File: config.mk
export PLATFORM = sky130hd
export DESIGN_NAME = cal_edge_gen
export DESIGN_NICKNAME = d
export VERILOG_FILES = /design/src/rtl/cal_edge_gen.sv
export SDC_FILE = /design/constraint.sdc
export NUM_CORES = 1
export LEC_CHECK = 0
export BUFFER_PORTS_ARGS = -buffer_cell sky130_fd_sc_hd__buf_2
export CAP_MARGIN = 30
export CORE_UTILIZATION = 40
export CTS_CLUSTER_SIZE = 16
export DETAILED_ROUTE_END_ITERATION = 16
export MAX_ROUTING_LAYER = met4
export SLEW_MARGIN = 20
export SYNTH_ARGS = -nofsm -noshare
export SYNTH_HDL_FRONTEND = slang
export SYNTH_SLANG_ARGS = --single-unit
File: constraint.sdc
create_clock -name c -period 2.1 [get_ports c]
set_input_delay 0.105 -clock c [delete_from_list [all_inputs] [get_ports c]]
set_output_delay 0.105 -clock c [all_outputs]
set_load 0.01 [all_outputs]
File: src/rtl/cal_edge_gen.sv
// cal_edge_gen: calibration edge generator for the sio carry-chain TDC.
// Emits bursts of square-wave edges with an exact half-period in clock cycles.
// Ports: c/r clock and sync reset; cmd_valid/cmd_ready/cmd_half/cmd_count
// command handshake; abort stops a burst; o edge output; busy/done/edges status.
// Optional macro CAL_EDGE_GEN_DITHER_EN adds LFSR half-period dither (+0/+1).
module cal_edge_gen #(
   parameter int HW = 8,
   parameter int CW = 16
) (
   input  logic          c,
   input  logic          r,
   input  logic          cmd_valid,
   output logic          cmd_ready,
   input  logic [HW-1:0] cmd_half,
   input  logic [CW-1:0] cmd_count,
   input  logic          abort,
   output logic          o,
   output logic          busy,
   output logic          done,
   output logic [CW-1:0] edges
);

   typedef enum logic [1:0] {
      IDLE,
      RUN,
      END
   } state_t;

   state_t        state_q, state_d;
   logic [HW-1:0] timer_q, timer_d;
   logic [HW-1:0] half_q, half_d;
   logic [CW-1:0] count_q, count_d;
   logic [CW-1:0] edges_q, edges_d;
   logic          o_q, o_d;

   logic [HW-1:0] half_in;
   logic [HW-1:0] dith_now;
   logic [HW-1:0] dith_nxt;
   logic [CW-1:0] edges_inc;
   logic          last_edge;

   assign half_in   = (cmd_half == '0) ? HW'(1) : cmd_half;
   assign edges_inc = edges_q + CW'(1);
   // all-ones count means continuous; edges may wrap freely
   assign last_edge = (count_q != '1) && (edges_inc == count_q);

`ifdef CAL_EDGE_GEN_DITHER_EN
   logic [6:0] lfsr_q, lfsr_d, lfsr_nx;

   // x^7 + x^6 + 1, Fibonacci form
   assign lfsr_nx  = {lfsr_q[5:0], lfsr_q[6] ^ lfsr_q[5]};
   assign dith_now = {{(HW-1){1'b0}}, lfsr_q[0]};
   assign dith_nxt = {{(HW-1){1'b0}}, lfsr_nx[0]};
`else
   assign dith_now = '0;
   assign dith_nxt = '0;
`endif

   always_comb begin
      state_d = state_q;
      timer_d = timer_q;
      half_d  = half_q;
      count_d = count_q;
      edges_d = edges_q;
      o_d     = o_q;
`ifdef CAL_EDGE_GEN_DITHER_EN
      lfsr_d  = lfsr_q;
`endif
      unique case (state_q)
         IDLE: begin
            if (cmd_valid) begin
               half_d  = half_in;
               count_d = cmd_count;
               edges_d = '0;
               timer_d = half_in - HW'(1) + dith_now;
               state_d = (cmd_count == '0) ? END : RUN;
            end
         end
         RUN: begin
            // abort beats a timer expiry on the same edge
            if (abort) begin
               state_d = END;
            end else if (timer_q == '0) begin
               o_d     = ~o_q;
               edges_d = edges_inc;
               timer_d = half_q - HW'(1) + dith_nxt;
`ifdef CAL_EDGE_GEN_DITHER_EN
               lfsr_d  = lfsr_nx;
`endif
               if (last_edge) state_d = END;
            end else begin
               timer_d = timer_q - HW'(1);
            end
         end
         END: begin
            state_d = IDLE;
         end
         default: begin
            state_d = IDLE;
         end
      endcase
   end

   always_ff @(posedge c) begin
      if (r) begin
         state_q <= IDLE;
         timer_q <= '0;
         half_q  <= '0;
         count_q <= '0;
         edges_q <= '0;
         o_q     <= 1'b0;
`ifdef CAL_EDGE_GEN_DITHER_EN
         lfsr_q  <= 7'h01;
`endif
      end else begin
         state_q <= state_d;
         timer_q <= timer_d;
         half_q  <= half_d;
         count_q <= count_d;
         edges_q <= edges_d;
         o_q     <= o_d;
`ifdef CAL_EDGE_GEN_DITHER_EN
         lfsr_q  <= lfsr_d;
`endif
      end
   end

   assign cmd_ready = (state_q == IDLE);
   assign busy      = (state_q == RUN);
   assign done      = (state_q == END);
   assign o         = o_q;
   assign edges     = edges_q;

endmodule

==> metrics.csv <==
stage,metric,value,unit
outcome,status,"complete, no violations",
detailed_routing,wl_met1,4450,um
yosys,ys_ff_latch,51,
cts,htreeDepth,2,
yosys,syn_area,3000,um^2
global_route,grt_use_total,0.233,
cts,cts_buffer_depth,2,
critical_path,start_kind,register,
critical_path,path_buf_inv,2,
detailed_routing,vias_per_cell,5.56,
critical_path,cp_max_fo,3,
global_route,grt_pass1_vias,2696,
yosys,async_reset_ff_frac,0,
yosys,synth_cell_type_count,59,
sta,fmax,487,MHz
cts,cts_buffers,5,
critical_path,critPathSlowestCell,dfxtp_4,
detailed_routing,ant_nets,0,
critical_path,cp.required,2270,ps
detailed_routing,via_count,3182,
sta,worst_pin_slew,634,ps
final_layout,nets,502,
place,postPlaceCellArea,3560,um^2
min_path,worstHoldStart,cmd_count[10],
critical_path,crit_chain,nor4_4 -> buf_4 -> buf_6 -> o211ai_1 -> a2111oi_4 -> nand4_1 -> nor4_2 -> nor4_1,
final_layout,syn_to_final_growth,27.9,%
sta,rsz0062_at_grt,yes,
detailed_routing,firstDrtPassIters,5,
yosys,ys_warn_count,0,
power_and_ir_drop,p_total,2.85,mW
critical_path,end_kind,register,
detailed_routing,drc,0,
critical_path,cp_top_family,simple AND/OR/NAND/NOR gates,
critical_path,critPathArrivalTime,2230,ps
floorplanning,initial_core_util,0.413,
detailed_routing,wl_met3,544,um
yosys,synth_edf_count,0,
sta,min_period,2050,ps
critical_path,cp-startpoint,timer_q[7],
place,pre_cts_ws,-8.88,ps
cts,clk_latency,310,ps
cts,path_clk_slew,90,ps
place,place_congestion,0.912,
floorplanning,std_cell_rows,31,
cts,cts_num_sinks,51,
floorplanning,core,7250,um^2
sta,skew,2.34,ps
floorplanning,dieHeight,88.6,um
sta,drv_slew,0,
power_and_ir_drop,powerDensity,743,nW/um^2
floorplanning,dieArea,7840,um^2
global_route,grt_pass1_wl,13700,um
global_route,overflow,0,
critical_path,slowest_delay,370,ps
place,detailed_place_hpwl,6430,um
sta,timing.final.hold_violations,0,
detailed_routing,routed_wl,8720,um
final_layout,antennaDiodeCount,0,
cts,tritoncts,yes,
yosys,synth_seq_area_share,0.341,
detailed_routing,avgRoutedWirePerCell,15.2,um
sta,post-route-period-util,0.977,
detailed_routing,wl_met2,3620,um
yosys,synthFlopType,dfxtp_1,
power_and_ir_drop,p_leak,1.55,nW
cts,cts_root_buf,clkbuf_8,
detailed_routing,top_layer,met4,
sta,relSlewSlack,0.574,
flow_run,cap_viol_max_count,0,
yosys,syn_avg_cell_area,7.55,um^2
place,numPortBuffers,47,
sta,final-setup-viol-count,0,
critical_path,critical_path_class,reg -> reg,
final_layout,layout.cells.non_filler,572,
sta,fin_ws,47.4,ps
global_route,grt_max_degree,33,
floorplanning,io_pins,48,
critical_path,r2r_setup_slack,50,ps
floorplanning,die_width,88.6,um
final_layout,finalInstanceArea,3830,um^2
detailed_routing,dr.first_iter.drc_count,233,
place,dpl.cell_count,559,
final_layout,drive_gt1_frac,0.281,
yosys,syn-num-nets,427,
global_route,antenna_found_initial,0,
yosys,synthCells,397,
critical_path,r2r-start,timer_q[7],
power_and_ir_drop,ir_drop,0.398,mV
min_path,hp-class,in -> reg,
sta,finalSetupTns,0,ps
cell usage after synthesis (6+ instances only):
| cell type | number | share of area |
|---|---|---|
| dfxtp_1 | 51 | 0.34 |
| o21ai_1 | 8 | 0.013 |
| clkbuf_1 | 18 | 0.023 |
| nor2_1 | 42 | 0.053 |
| nor2b_1 | 6 | 0.013 |
| o21ai_0 | 13 | 0.022 |
| nor4_1 | 10 | 0.021 |
| nand4_1 | 10 | 0.021 |
| xnor2_1 | 11 | 0.032 |
| a21oi_1 | 48 | 0.080 |
| or3_1 | 6 | 0.013 |
| xor2_1 | 9 | 0.026 |
| buf_2 | 6 | 0.010 |
| nand3_1 | 11 | 0.018 |
| inv_1 | 8 | 0.010 |
| nand2_1 | 57 | 0.071 |
| a211oi_1 | 7 | 0.018 |
layout make-up:
| class | count | area (um^2) |
|---|---|---|
| Fill cell | 731 | 3420 |
| Tap cell | 99 | 124 |
| Clock buffer | 6 | 72.6 |
| Sequential cell | 51 | 1030 |
| Inverter | 9 | 33.8 |
| Multi-Input combinational cell | 310 | 1900 |
| Timing Repair Buffer | 95 | 612 |
| Clock inverter | 2 | 60.1 |
registers in the layout (all words and copies together) (netlist names):
name     cells
count_q     16
timer_q      8
edges       16
o            1
state_q      2
half_q       8
kinds of logic after synthesis:
kind of cell	count (synthesis)	share of synthesized area
AO/OA/AOI/OAI	101	0.204
XOR/XNOR	20	0.0585
adder cells (fa/ha/maj)	2	0.00835
buffers and inverters	36	0.0505
flip-flops	51	0.341
multiplexers	2	0.00668
AND/OR/NAND/NOR	185	0.332
cells in the final DEF, fill, tap and decap left out, types with 8 or more instances in the layout:
cell	synthesis	layout
a21oi_1	48	48
buf_2	6	47
buf_4	0	46
dfxtp_1	51	44
nand2_1	57	57
nand3_1	11	11
nand4_1	10	10
nor2_1	42	42
nor4_1	10	8
o21ai_0	13	13
o21ai_1	8	8
xnor2_1	11	11
xor2_1	9	9
worst register-to-register path, delay by kind of cell, from the launching register on:
kind | cells | cell delay (ps)
AOI/OAI and AO/OA | 2 | 430
DFF | 1 | 370
and+or+nand+nor | 4 | 840
buffers and inverters | 2 | 270
power breakdown:
part	total [mW]	switching [mW]	internal [mW]
Combinational	0.867	0.483	0.384
Clock	0.822	0.345	0.477
Sequential	1.16	0.0988	1.06
Total	2.85	0.927	1.92
path summary, 6_finish.rpt:
kind	end	depth (start not counted)
min reg2reg	half_q[5]	2
max	state_q[0]	8
min	count_q[10]	3
max reg2reg	state_q[0]	8
routing by layer:
metal  vias to the layer above  GRT usage
li1                       1586          -
met1                      1477      0.361
met2                       107      0.311
met3                        12     0.0308
met4                         0     0.0572
met5                         -          -
per-stage QoR:
step,util,hold WS [ps]
after floorplan,-,241
after global placement,0.491,362
after detailed placement,0.491,363
after CTS,0.511,26.0
after global routing,0.529,28.4
final,0.529,35.9
repair_timing:
| action | in CTS | in global routing |
|---|---|---|
| hold buffers | 0 | 0 |
| buffers inserted | 0 | 5 |
| pin swaps | 0 | 8 |
| gates resized for setup | 3 | 19 |
| setup endpoints to repair | 2 | 6 |
No activity file was read; power rests on OpenSTA's default activity.
